===== config.mk =====
export PLATFORM = sky130hd
export DESIGN_NAME = wash_seq_ctrl_flat
export DESIGN_NICKNAME = d
export VERILOG_FILES = /design/src/rtl/wash_seq_ctrl_if.sv /design/src/rtl/wash_seq_ctrl.sv /design/src/flat_wrapper.sv
export SDC_FILE = /design/constraint.sdc
export NUM_CORES = 1
export LEC_CHECK = 0
export ABC_AREA = 0
export BUFFER_PORTS_ARGS = -buffer_cell sky130_fd_sc_hd__clkbuf_2
export CAP_MARGIN = 20
export CORE_MARGIN = 2
export CORE_UTILIZATION = 41
export DETAILED_ROUTE_END_ITERATION = 7
export GPL_TIMING_DRIVEN = 0
export PLACE_DENSITY = 0.59
export REMOVE_ABC_BUFFERS = 1
export SLEW_MARGIN = 10
export SYNTH_ARGS = -nofsm -noshare
export SYNTH_HDL_FRONTEND = slang
export SYNTH_SLANG_ARGS = --single-unit

===== constraint.sdc =====
create_clock -name CLK -period 2.5 [get_ports CLK]
set_clock_uncertainty 0.15 [all_clocks]
set_input_delay 0 -clock CLK [delete_from_list [all_inputs] [get_ports CLK]]
set_output_delay 0 -clock CLK [all_outputs]
set_load 0.01 [all_outputs]

===== src/rtl/wash_seq_ctrl_if.sv =====
// Signal bundle between the key scanner / level sensors and the wash sequencer.
// The sequencer uses the slave view; the stimulus side uses the master view.
interface wash_seq_ctrl_if;
  logic [2:0] key_value;
  logic       water_full;
  logic       water_empty;
  logic       valve_in;
  logic       valve_out;
  logic       motor_fwd;
  logic       motor_rev;
  logic       buzzer;
  logic [2:0] state;
  logic [7:0] remain_sec;

  modport master (
    output key_value, water_full, water_empty,
    input  valve_in, valve_out, motor_fwd, motor_rev, buzzer, state, remain_sec
  );

  modport slave (
    input  key_value, water_full, water_empty,
    output valve_in, valve_out, motor_fwd, motor_rev, buzzer, state, remain_sec
  );
endinterface


===== src/rtl/wash_seq_ctrl.sv =====
// Washing-machine cycle sequencer: key-code decode, per-phase second timers
// from a prescaled clock, actuator drive, pause/resume and fault stop.
//
//  state  | meaning
//  -------+-------------------------------------------------------------
//  IDLE   | waiting for start key
//  FILL   | inlet valve open until drum full / fill-accept, else fault
//  WASH   | motor alternates fwd/rev every REV_SEC s, one-cycle gap
//  DRAIN  | drain valve open until drum empty, else fault
//  SPIN   | drain valve open, motor forward
//  DONE   | buzzer for DONE_SEC s, then back to IDLE
//  PAUSE  | all actuators off, timers frozen, resumes to saved state
//  FAULT  | actuators off, buzzer on, start key returns to IDLE
module wash_seq_ctrl #(
  parameter int unsigned TICK_DIV = 20_000_000,
  parameter int unsigned FILL_TO  = 120,
  parameter int unsigned WASH_SEC = 60,
  parameter int unsigned REV_SEC  = 5,
  parameter int unsigned SPIN_SEC = 30,
  parameter int unsigned DONE_SEC = 3
) (
  input  logic            CLK,
  input  logic            RST_N,
  wash_seq_ctrl_if.slave  bus
);

  localparam int            PW        = $clog2(TICK_DIV);
  localparam logic [PW-1:0] PRESC_MAX = PW'(TICK_DIV - 1);
  localparam logic [7:0]    FILL_T    = 8'(FILL_TO);
  localparam logic [7:0]    WASH_T    = 8'(WASH_SEC);
  localparam logic [7:0]    SPIN_T    = 8'(SPIN_SEC);
  localparam logic [7:0]    DONE_T    = 8'(DONE_SEC);
  localparam logic [7:0]    REV_LAST  = 8'(REV_SEC - 1);

  typedef enum logic [2:0] {
    S_IDLE  = 3'd0,
    S_FILL  = 3'd1,
    S_WASH  = 3'd2,
    S_DRAIN = 3'd3,
    S_SPIN  = 3'd4,
    S_DONE  = 3'd5,
    S_PAUSE = 3'd6,
    S_FAULT = 3'd7
  } state_t;

  state_t        st;
  state_t        saved_st;
  logic [2:0]    key_prev;
  logic [PW-1:0] presc;
  logic [7:0]    remain;
  logic [7:0]    dir_cnt;
  logic          dir_rev;
  logic          rev_gap;

  logic key_ev;
  logic ev_start;
  logic ev_fill;
  logic ev_pause;
  logic ev_resume;
  logic tick;
  logic last_sec;

  // Key edge decode and one-second tick / final-second detection.
  always_comb begin
    key_ev    = (bus.key_value != key_prev) && (bus.key_value != 3'd0);
    ev_start  = key_ev && (bus.key_value == 3'd1);
    ev_fill   = key_ev && (bus.key_value == 3'd2);
    ev_pause  = key_ev && (bus.key_value == 3'd4);
    ev_resume = key_ev && (bus.key_value == 3'd5);
    tick      = (presc == PRESC_MAX);
    last_sec  = tick && (remain == 8'd1);
  end

  assign bus.state      = st;
  assign bus.remain_sec = remain;

  // Sequencer state, phase timers and registered actuator outputs.
  always_ff @(posedge CLK or negedge RST_N) begin
    if (!RST_N) begin
      st            <= S_IDLE;
      saved_st      <= S_IDLE;
      key_prev      <= '0;
      presc         <= '0;
      remain        <= '0;
      dir_cnt       <= '0;
      dir_rev       <= 1'b0;
      rev_gap       <= 1'b0;
      bus.valve_in  <= 1'b0;
      bus.valve_out <= 1'b0;
      bus.motor_fwd <= 1'b0;
      bus.motor_rev <= 1'b0;
      bus.buzzer    <= 1'b0;
    end else begin
      key_prev <= bus.key_value;

      // Prescaler and reversal gap are frozen while paused; the cycle that
      // takes the pause still counts, only its tick effect is dropped.
      if (st != S_PAUSE) begin
        presc   <= tick ? '0 : presc + 1'b1;
        rev_gap <= 1'b0;
      end

      case (st)
        S_IDLE: begin
          if (ev_start) begin
            st     <= S_FILL;
            remain <= FILL_T;
            presc  <= '0;
          end
        end
        S_FILL: begin
          if (ev_pause) begin
            saved_st <= st;
            st       <= S_PAUSE;
          end else if (bus.water_full || ev_fill) begin
            st      <= S_WASH;
            remain  <= WASH_T;
            presc   <= '0;
            dir_cnt <= '0;
            dir_rev <= 1'b0;
          end else if (last_sec) begin
            st     <= S_FAULT;
            remain <= '0;
            presc  <= '0;
          end else if (tick) begin
            remain <= remain - 8'd1;
          end
        end
        S_WASH: begin
          if (ev_pause) begin
            saved_st <= st;
            st       <= S_PAUSE;
          end else if (last_sec) begin
            st     <= S_DRAIN;
            remain <= FILL_T;
            presc  <= '0;
          end else if (tick) begin
            remain <= remain - 8'd1;
            if (dir_cnt == REV_LAST) begin
              dir_cnt <= '0;
              dir_rev <= ~dir_rev;
              rev_gap <= 1'b1;
            end else begin
              dir_cnt <= dir_cnt + 8'd1;
            end
          end
        end
        S_DRAIN: begin
          if (ev_pause) begin
            saved_st <= st;
            st       <= S_PAUSE;
          end else if (bus.water_empty) begin
            st     <= S_SPIN;
            remain <= SPIN_T;
            presc  <= '0;
          end else if (last_sec) begin
            st     <= S_FAULT;
            remain <= '0;
            presc  <= '0;
          end else if (tick) begin
            remain <= remain - 8'd1;
          end
        end
        S_SPIN: begin
          if (ev_pause) begin
            saved_st <= st;
            st       <= S_PAUSE;
          end else if (last_sec) begin
            st     <= S_DONE;
            remain <= DONE_T;
            presc  <= '0;
          end else if (tick) begin
            remain <= remain - 8'd1;
          end
        end
        S_DONE: begin
          if (last_sec) begin
            st     <= S_IDLE;
            remain <= '0;
            presc  <= '0;
          end else if (tick) begin
            remain <= remain - 8'd1;
          end
        end
        S_PAUSE: begin
          if (ev_resume) begin
            st <= saved_st;
          end
        end
        S_FAULT: begin
          if (ev_start) begin
            st     <= S_IDLE;
            remain <= '0;
            presc  <= '0;
          end
        end
        default: st <= S_IDLE;
      endcase

      bus.valve_in  <= (st == S_FILL);
      bus.valve_out <= (st == S_DRAIN) || (st == S_SPIN);
      bus.motor_fwd <= (st == S_SPIN) || ((st == S_WASH) && !dir_rev && !rev_gap);
      bus.motor_rev <= (st == S_WASH) && dir_rev && !rev_gap;
      bus.buzzer    <= (st == S_DONE) || (st == S_FAULT);
    end
  end

endmodule

===== src/flat_wrapper.sv =====
// flat-port wrapper written by rule: the top's interface ports become plain ports
module wash_seq_ctrl_flat 
#(
  parameter int unsigned TICK_DIV = 20_000_000,
  parameter int unsigned FILL_TO  = 120,
  parameter int unsigned WASH_SEC = 60,
  parameter int unsigned REV_SEC  = 5,
  parameter int unsigned SPIN_SEC = 30,
  parameter int unsigned DONE_SEC = 3
)
  (CLK, RST_N, bus_key_value, bus_water_full, bus_water_empty, bus_valve_in, bus_valve_out, bus_motor_fwd, bus_motor_rev, bus_buzzer, bus_state, bus_remain_sec);
  wash_seq_ctrl_if bus_i ();
  input  logic CLK;
  input  logic RST_N;
  input wire logic [$bits(bus_i.key_value)-1:0] bus_key_value;
  input wire logic [$bits(bus_i.water_full)-1:0] bus_water_full;
  input wire logic [$bits(bus_i.water_empty)-1:0] bus_water_empty;
  output wire logic [$bits(bus_i.valve_in)-1:0] bus_valve_in;
  output wire logic [$bits(bus_i.valve_out)-1:0] bus_valve_out;
  output wire logic [$bits(bus_i.motor_fwd)-1:0] bus_motor_fwd;
  output wire logic [$bits(bus_i.motor_rev)-1:0] bus_motor_rev;
  output wire logic [$bits(bus_i.buzzer)-1:0] bus_buzzer;
  output wire logic [$bits(bus_i.state)-1:0] bus_state;
  output wire logic [$bits(bus_i.remain_sec)-1:0] bus_remain_sec;
  assign bus_i.key_value = bus_key_value;
  assign bus_i.water_full = bus_water_full;
  assign bus_i.water_empty = bus_water_empty;
  assign bus_valve_in = bus_i.valve_in;
  assign bus_valve_out = bus_i.valve_out;
  assign bus_motor_fwd = bus_i.motor_fwd;
  assign bus_motor_rev = bus_i.motor_rev;
  assign bus_buzzer = bus_i.buzzer;
  assign bus_state = bus_i.state;
  assign bus_remain_sec = bus_i.remain_sec;
  wash_seq_ctrl #(.TICK_DIV(TICK_DIV), .FILL_TO(FILL_TO), .WASH_SEC(WASH_SEC), .REV_SEC(REV_SEC), .SPIN_SEC(SPIN_SEC), .DONE_SEC(DONE_SEC)) u_core (.CLK(CLK), .RST_N(RST_N), .bus(bus_i));
endmodule

==> results of run 1 <==
-- final cells by class --
class / instances / area, sq um
timing repair buffer: 41 / 273
multi-input combinational: 301 / 2040
sequential: 57 / 1440
tap: 105 / 131
fill: 779 / 4120
clock inverter: 2 / 35.0
inverter: 13 / 48.8
clock buffer: 13 / 179
-- critical path: cells and delay by family (launching register included) --
family | cells | cell delay [ns]
buffers and inverters | 1 | 0.16
and+or+nand+nor | 2 | 1.07
AOI/OAI and AO/OA | 3 | 0.63
DFF | 1 | 0.43
-- stage by stage --
step / TNS, ns / hold slack, ns
CTS: -0.133 / 0.00579
floorplan: -3.08 / -0.446
global placement: -25.25 / 0.00451
finish: -0.0132 / 0.0181
global route: -0.161 / 0.0270
detailed placement: -26.20 / 0.0118
-- power by group --
group	total (W)	internal, W	switching, W
sequential	0.00125	0.00105	0.000203
clock	0.000935	0.000562	0.000373
combinational	0.00129	0.000511	0.000781
-- final timing paths --
kind                                                 startpoint  slack, ns                         endpoint  cells past startpoint
hold / removal                                   bus_water_full       0.02  u_core.bus.state[2]$_DFFE_PN0P_                      5
setup reg to reg           u_core.bus.remain_sec[3]$_DFFE_PN0P_      -0.01  u_core.bus.state[1]$_DFFE_PN0P_                      6
min in group asynchronous                                 RST_N       0.15    u_core.dir_cnt[7]$_DFFE_PN0P_                      2
setup / recovery           u_core.bus.remain_sec[3]$_DFFE_PN0P_      -0.01  u_core.bus.state[1]$_DFFE_PN0P_                      6
hold reg to reg                   u_core.dir_cnt[7]$_DFFE_PN0P_       0.34    u_core.dir_cnt[7]$_DFFE_PN0P_                      1
max in group asynchronous                                 RST_N       1.47  u_core.bus.state[0]$_DFFE_PN0P_                      2
-- flip-flops by register name, summed over array words and instances, names as in the netlist --
name / flops
u_core.bus.buzzer: 1
u_core.bus.remain_sec: 8
u_core.dir_rev: 1
u_core.bus.valve_in: 1
u_core.presc: 25
u_core.rev_gap: 1
u_core.bus.state: 3
u_core.bus.motor_fwd: 1
u_core.bus.motor_rev: 1
u_core.dir_cnt: 8
u_core.key_prev: 3
u_core.bus.valve_out: 1
u_core.saved_st: 3
-- per-layer routing --
| layer | vias to the layer above | part of all wire, % |
|---|---|---|
| li1 | 1470 | - |
| met1 | 1465 | 47 |
| met2 | 67 | 47 |
| met3 | 10 | 4.9 |
| met4 | 0 | 1.0 |
| met5 | - | 0 |
-- logic make-up (layout without fill, tap and decap cells) --
kind of cell	Yosys count	after routing
multiplexers	2	2
AO/OA/AOI/OAI	88	88
buffers and inverters	31	69
AND/OR/NAND/NOR	180	180
XOR/XNOR	26	26
flip-flops	57	57
adder cells (fa/ha/maj)	5	5
-- Yosys cell counts (2+ instances only) --
master	count	area [sq um]
o2bb2ai_1	2	17.5
nor4_1	3	18.8
nand3_1	16	80.1
a311oi_1	2	17.5
ha_1	5	62.6
nand4_1	8	50.1
nor4bb_1	2	20.0
or3b_2	3	26.3
buf_6	4	45.0
a21oi_1	17	85.1
mux2i_1	2	20.0
nand2b_1	6	37.5
a31oi_1	6	37.5
nor3b_1	6	45.0
o21ai_0	30	150
buf_1	3	11.3
o22ai_1	2	12.5
clkbuf_1	7	26.3
and4_1	4	35.0
or3_1	2	12.5
xnor2_1	12	105
o31ai_1	3	22.5
o21a_1	2	15.0
or2_2	2	12.5
clkbuf_8	3	41.3
xor2_1	14	123
or3_2	2	15.0
nor4b_1	5	43.8
nor2b_1	3	18.8
a22oi_1	2	15.0
o311ai_0	2	17.5
and3_1	4	25.0
inv_1	13	48.8
nor3_1	12	60.1
nand2_1	30	113
and2_1	5	31.3
nor2_1	56	210
nand4bb_1	2	22.5
dfrtp_1	57	1430
-- timing repair --
item / CTS / global route
buffers inserted: 9 / 6
hold buffers: 4 / 0
resized for setup: 22 / 17
pin swaps: 10 / 9
setup endpoints to repair: 45 / 31
endpoints found under the hold margin: 60 / 0
==> results.json, run 1 <==
{
  "htreeDepth": 3,
  "layout_common_cells": "nor2_1 (54), dfrtp_1 (51), nand2_1 (30), o21ai_0 (29), clkbuf_2 (21)",
  "io_buffers": 22,
  "worst_pin_slew_ns": 0.794,
  "clockBufferDepth": 2,
  "status": "complete, but fails checks",
  "clkTransAtPathRegs_ns": 0.07,
  "final_cell_area_sq_um": 4140,
  "synth_ff_type": "dfrtp_1",
  "drc": 0,
  "die_height_um": 96.3,
  "clock_latency_ns": 0.35,
  "async_reset_ff_share_pct": 100,
  "cts_root_buffer": "clkbuf_8",
  "final_core_util_pct": 50.1,
  "layout_min_cycle_time_ns": 2.51,
  "finalNonFillerCells": 532,
  "violations": "setup timing",
  "dp_hpwl_mm": 5.43,
  "grt_pass1_vias": 2897,
  "gr-total-overflow": 0,
  "yosys_register_bits": 57,
  "crit_slowest_cell": "or4b_4",
  "grt_pass1_wl_mm": 14.2,
  "slew_viol_final": 0,
  "setup_slack_ns": -0.0132,
  "period_share_pct": 101,
  "yosys.area_share.simple_pct": 27.9,
  "post_drt_via_cell_ratio": 5.66,
  "cts_tree": "built",
  "arrival_ns": 2.64,
  "path_class": "reg2reg",
  "post_synth.cell_area_avg_sq_um": 8.98,
  "synth_mux_area_share_pct": 0.573,
  "path_cells": "or4_4, or4b_4, buf_6, o311a_2, a21oi_2, o221a_1",
  "synth_cell_types": 69,
  "cts_made_buffers": 9,
  "cp.required_ns": 2.63,
  "endpoint_kind": "flop",
  "n_antenna_cell": 0,
  "synth_edf_count": 0,
  "synth-adder-area-share_pct": 1.79,
  "routedWlPerCell_um": 16.0,
  "crit_fanout": 6,
  "synth_compound_area_share_pct": 17.3,
  "dpl-instance-area_sq_um": 3610,
  "finalWirelength_mm": 8.51,
  "grt_use_met1_pct": 26.4,
  "clock_sinks": 57,
  "syn_inst": 389,
  "p_leak_nw": 1.70,
  "dieWidth_um": 96.3,
  "seq_area_frac_synth_pct": 40.8,
  "hold_class": "in2reg",
  "final_hold_viol_count": 0,
  "power-per-cell-area_nw_per_um2": 840,
  "slew_headroom_pct": 47.1,
  "vdd_ir_drop_max_mv": 0.380,
  "grt_use_met2_pct": 31.5,
  "ys_warn_count": 0,
  "num_rows": 33,
  "layout_commonest_cell": "nor2_1",
  "max_freq_mhz": 398,
  "synth_xor_area_share_pct": 6.52,
  "met3_usage_pct": 5.72,
  "coreArea_sq_um": 8260,
  "grt_util_all_layers_pct": 19.9,
  "drt-initial-drc-count": 185,
  "grt_max_degree": 58,
  "power.total_w": 0.00347,
  "syn2layout_area_growth_pct": 18.5,
  "maxCapViolations": 0,
  "vias": 3012,
  "busiest_layer": "met2",
  "startpoint_type": "flop",
  "num-nets-final": 435,
  "boundaryPins": 23,
  "ant_nets": 0,
  "initial_core_util_pct": 42.3,
  "setup_viol": 1,
  "syn_area_sq_um": 3490,
  "antenna_found_initial": 0,
  "dieArea_sq_um": 9270,
  "place_congestion": 0.874,
  "dp_slack_ns": -1.09,
  "dp.cells": 498,
  "rsz0062_at_grt": "yes",
  "dr.pass1.iters": 4,
  "drive_gt1_share_pct": 23.0,
  "synth_top_family_by_area": "simple AND/OR/NAND/NOR gates",
  "max_stage_delay_ns": 0.55
}
Note: power is estimated with default switching activity, not from simulation.
==> run 2, diff against run 1 <==
- HOLD_SLACK_MARGIN: default -> 0.06
==> run 2 against run 1 <==
- the run still ends with setup timing left
- clock power about the same
- cell count increased by 0.38%
- via count about the same
- sequential cell count unchanged
- first-iteration DRC count is 2.2% higher
- worst setup slack improved by 0.00089 ns
- highest routed layer unchanged
- design area grew 0.48%
- non-clock buffer count up 2
- sequential share of layout area decreased by 0.17 points
- total power hardly changed
- largest cell class unchanged
==> results.json, run 2 (synthesized netlist as in run 1, its figures left out) <==
{
  "status": "complete, but fails checks",
  "violations": "setup timing",
  "coreArea_sq_um": 8260,
  "final_cell_area_sq_um": 4160,
  "n_antenna_cell": 0,
  "drive_gt1_share_pct": 22.8,
  "gr-total-overflow": 0,
  "rsz0062_at_grt": "yes",
  "dp_hpwl_mm": 5.43,
  "clock_sinks": 57,
  "crit_fanout": 6,
  "io_buffers": 22,
  "setup_slack_ns": -0.0124,
  "dpl-instance-area_sq_um": 3610,
  "drc": 0,
  "power.total_w": 0.00347,
  "max_freq_mhz": 398,
  "die_height_um": 96.3,
  "initial_core_util_pct": 42.3,
  "hold_class": "in2async",
  "largest_reg_flops": 25,
  "dr.pass1.iters": 4,
  "maxCapViolations": 0,
  "p_leak_nw": 1.71,
  "ant_nets": 0,
  "clock_latency_ns": 0.35,
  "grt_pass1_vias": 2899,
  "cp.required_ns": 2.58,
  "boundaryPins": 23,
  "worst_pin_slew_ns": 0.790,
  "post_drt_via_cell_ratio": 5.64,
  "layout_min_cycle_time_ns": 2.51,
  "cp-endpoint": "u_core.bus.state[1]$_DFFE_PN0P_",
  "arrival_ns": 2.59,
  "dieArea_sq_um": 9270,
  "dieWidth_um": 96.3,
  "grt_util_all_layers_pct": 19.9,
  "drt-initial-drc-count": 189,
  "clkTransAtPathRegs_ns": 0.07,
  "num_rows": 33,
  "r2r_start": "u_core.bus.remain_sec[3]$_DFFE_PN0P_",
  "routedWlPerCell_um": 16.0,
  "reg2reg_depth": 6,
  "antenna_found_initial": 0,
  "power-per-cell-area_nw_per_um2": 835,
  "grt_max_degree": 58,
  "endpoint_kind": "flop",
  "layout_commonest_cell": "nor2_1",
  "ff2ff_setup_slack_ns": -0.01,
  "period_share_pct": 100,
  "startpoint_type": "flop",
  "crit_path_start": "u_core.bus.remain_sec[3]$_DFFE_PN0P_",
  "grt_pass1_wl_mm": 14.2,
  "cts_made_buffers": 9,
  "layout_common_cells": "nor2_1 (54), dfrtp_1 (51), nand2_1 (30), o21ai_0 (29), clkbuf_2 (21)",
  "path_class": "reg2reg",
  "vias": 3011,
  "rr_endpoint": "u_core.bus.state[1]$_DFFE_PN0P_",
  "syn2layout_area_growth_pct": 19.1,
  "htreeDepth": 3,
  "cts_root_buffer": "clkbuf_8",
  "slew_headroom_pct": 47.3,
  "num-nets-final": 437,
  "setup_viol": 1,
  "finalWirelength_mm": 8.55,
  "clockBufferDepth": 2,
  "cts_tree": "built",
  "slew_viol_final": 0,
  "top_register": "u_core.presc",
  "vdd_ir_drop_max_mv": 0.380,
  "final_hold_viol_count": 0,
  "place_congestion": 0.874
}
==> run 2: per-stage QoR <==
step / cells / worst slack, ns / util, % / setup TNS [ns] / hold WS, ns
floorplan: 371 / -0.236 / - / -3.08 / -0.446
global placement: 498 / -1.06 / 43.7 / -25.25 / 0.00451
detailed placement: 498 / -1.09 / 43.7 / -26.20 / 0.0118
CTS: 528 / -0.0661 / 48.9 / -0.133 / 0.118
global route: 534 / -0.0573 / 50.4 / -0.161 / 0.196
finish: 534 / -0.0124 / 50.4 / -0.0124 / 0.149
==> run 2: area by class of cell <==
type | instances | area (sq um)
inverters | 13 | 48.8
fillers | 777 | 4100
repair buffers | 43 | 293
clock buffers | 13 | 179
flip-flops and latches | 57 | 1440
multi-input cells | 301 | 2040
well taps | 105 | 131
clock inverters | 2 | 35.0
==> run 2: critical path: stages (launching register included) <==
cell and delay, ns:
dfrtp_2 0.43, or4_4 0.52, or4b_4 0.55, nor3_4 0.22, o221a_4 0.26, a21oi_2 0.06, o221a_1 0.21
==> run 2: timing repair <==
action | CTS | global route
gates cloned | 0 | 0
endpoints found under the setup margin | 45 | 31
hold buffers | 6 | 0
resized for setup | 22 | 17
setup buffers | 9 | 6
endpoints found under the hold margin | 64 | 0
pin swaps | 10 | 9
==> run 2: power breakdown <==
group | total (W) | switching (W) | leakage, nW | internal [W]
sequential | 0.00125 | 0.000205 | 0.746 | 0.00105
combinational | 0.00129 | 0.000778 | 0.853 | 0.000513
clock | 0.000934 | 0.000372 | 0.112 | 0.000562
==> run 2: worst min-delay path by stage <==
| stage | startpoint | endpoint | slack (ns) |
|---|---|---|---|
| finish | RST_N | u_core.dir_cnt[7]$_DFFE_PN0P_ | 0.15 |
| global route | bus_key_value[1] | u_core.saved_st[1]$_DFFE_PN0P_ | 0.20 |
| CTS | bus_key_value[1] | u_core.bus.state[2]$_DFFE_PN0P_ | 0.12 |
| detailed placement | bus_key_value[0] | u_core.key_prev[0]$_DFF_PN0_ | 0.01 |
| global placement | bus_key_value[0] | u_core.key_prev[0]$_DFF_PN0_ | 0.005 |
| floorplan | RST_N | u_core.bus.buzzer$_DFF_PN0_ | -0.45 |
==> run 2: per-layer routing <==
metal	vias up	share of wire [%]	global-route usage, %	wire length, um
met5	-	0	0	0
met4	0	1.1	5.87	97
met3	11	4.5	5.72	386
met2	52	47	31.7	4020
met1	1475	47	26.3	4040
li1	1473	-	-	-
==> run 3, diff against run 2 <==
- ABC_AREA: 0 -> default
- CORE_ASPECT_RATIO: default -> 0.6
==> run 3 against run 2 <==
- die area is 0.26% higher
- critical endpoint unchanged
- the run now ends clean
- design area is 3.3% higher
- first-iteration DRC count is 67% higher
- hold slack worse by 0.080 ns
- clock power is 46% higher
- register-to-register slack better by 0.03 ns
==> results.json, run 3 (synthesized netlist as in run 1, its figures left out) <==
{
  "layout_min_cycle_time_ns": 2.48,
  "final_core_util_pct": 51.2,
  "clock_sinks": 57,
  "dp.cells": 506,
  "seq_power_share_pct": 32.3,
  "rsz0062_at_grt": "yes",
  "maxCapViolations": 0,
  "boundaryPins": 23,
  "top_register": "u_core.presc",
  "power-per-cell-area_nw_per_um2": 911,
  "setup_viol": 0,
  "num-nets-final": 437,
  "worst_pin_slew_ns": 0.750,
  "max_stage_delay_ns": 0.56,
  "layout_common_cells": "nor2_1 (54), dfrtp_1 (52), nand2_1 (30), o21ai_0 (28), clkbuf_2 (21)",
  "p_clk_share_pct": 34.8,
  "layout_commonest_cell": "nor2_1",
  "initial_core_util_pct": 41.6,
  "slew_viol_final": 0,
  "post_drt_via_cell_ratio": 5.69,
  "grt_max_degree": 47,
  "drt-initial-drc-count": 316,
  "swShare_pct": 37.1,
  "clockBufferDepth": 2,
  "cts_tree": "built",
  "arrival_ns": 2.60,
  "dp_hpwl_mm": 6.28,
  "nFillCells": 801,
  "place_congestion": 0.829,
  "holdWs_ns": 0.0684,
  "largest_reg_flops": 25,
  "path_cells": "or4_4, or4b_4, buf_6, o311a_4, a21oi_2, o221a_1",
  "crit_fanout": 5,
  "cts_root_buffer": "clkbuf_16",
  "status": "complete, no violations",
  "vias": 3084,
  "cp.required_ns": 2.62,
  "endpoint_kind": "flop",
  "seq_area_sq_um": 1440,
  "p_int_w": 0.00246,
  "setup_tns_ns": 0,
  "slew_headroom_pct": 49.8,
  "clkTransAtPathRegs_ns": 0.06,
  "dr.pass1.iters": 5,
  "max_freq_mhz": 403,
  "htreeDepth": 3,
  "p_leak_nw": 1.77,
  "io_buffers": 22,
  "combPwrFrac_pct": 32.8,
  "startpoint_type": "flop",
  "crit_family": "simple AND/OR/NAND/NOR gates",
  "drive_gt1_share_pct": 22.1,
  "finalWirelength_mm": 9.45,
  "p_switching_w": 0.00145,
  "antenna_found_initial": 0,
  "cts_made_buffers": 9,
  "vdd_ir_drop_max_mv": 0.456,
  "clock_latency_ns": 0.33,
  "gr-total-overflow": 0,
  "routedWlPerCell_um": 17.4,
  "n_antenna_cell": 0,
  "grt_pass1_vias": 2632,
  "syn2layout_area_growth_pct": 23.0,
  "dieWidth_um": 123,
  "grt_pass1_wl_mm": 14.6,
  "dieArea_sq_um": 9300,
  "ant_nets": 0,
  "period_share_pct": 99.3,
  "drc": 0,
  "num_rows": 26,
  "multi_input_area_sq_um": 2030,
  "path_class": "reg2reg",
  "final_hold_viol_count": 0,
  "coreArea_sq_um": 8390,
  "worst-path-buf-inv": 1,
  "crit_slowest_cell": "or4b_4",
  "finalNonFillerCells": 542,
  "die_height_um": 75.5,
  "hold_class": "in2async",
  "grt_util_all_layers_pct": 21.1
}
[run 3: final timing paths]
check	start	endpoint	slack (ns)	cells after the start
min in group CLK	bus_key_value[2]	u_core.bus.state[0]$_DFFE_PN0P_	0.07	3
max in group asynchronous	RST_N	u_core.bus.state[0]$_DFFE_PN0P_	1.11	3
max	u_core.bus.remain_sec[3]$_DFFE_PN0P_	u_core.bus.state[1]$_DFFE_PN0P_	0.02	6
min	RST_N	u_core.bus.valve_out$_DFF_PN0_	0.07	3
max reg2reg	u_core.bus.remain_sec[3]$_DFFE_PN0P_	u_core.bus.state[1]$_DFFE_PN0P_	0.02	6
min reg2reg	u_core.dir_cnt[7]$_DFFE_PN0P_	u_core.dir_cnt[7]$_DFFE_PN0P_	0.34	1
[run 3: cell type report]
class	count	area share, %
Sequential cell	57	33.4
Clock buffer	11	5.88
Multi-Input combinational cell	301	47.2
Tap cell	112	3.26
Clock inverter	5	1.81
Inverter	13	1.14
Timing Repair Buffer	43	7.25
[run 3: metrics by stage]
step	area [sq um]	total power, W	setup slack, ns
after floorplan	3360	0.00200	-0.236
after global placement	3610	0.00238	-1.07
after detailed placement	3640	0.00240	-1.15
after CTS	4170	0.00386	-0.0512
after global routing	4300	0.00412	-0.0736
final	4300	0.00391	0.0176
[run 3: what timing repair did]
action	in CTS	in global routing
buffers inserted	7	6
hold buffers	7	0
endpoints found under the hold margin	63	0
endpoints found under the setup margin	45	36
resized for setup	22	15
pin swaps	6	10
[run 3: layer usage]
metal | track usage, % | vias to the layer above | routed length (um)
met1 | 35.3 | 1473 | 5120
met2 | 24.5 | 125 | 3460
met5 | 0 | - | 0
met4 | 4.92 | 0 | 81
met3 | 6.44 | 9 | 785
li1 | - | 1477 | -
[run 3: tightest hold or removal path: cells and delay by family]
kind,cells,cell delay (ns)
buf+inv,3,0.92
[run 3: power by group through the flow]
stage | clock network [W] | registers [W] | logic (W)
2_1_floorplan | 0 | 0.00123 | 0.000768
3_3_place_gp | 0 | 0.00125 | 0.00113
3_5_place_dp | 0 | 0.00125 | 0.00115
4_1_cts | 0.00139 | 0.00125 | 0.00123
5_1_grt | 0.00143 | 0.00129 | 0.00141
6_report | 0.00136 | 0.00126 | 0.00128
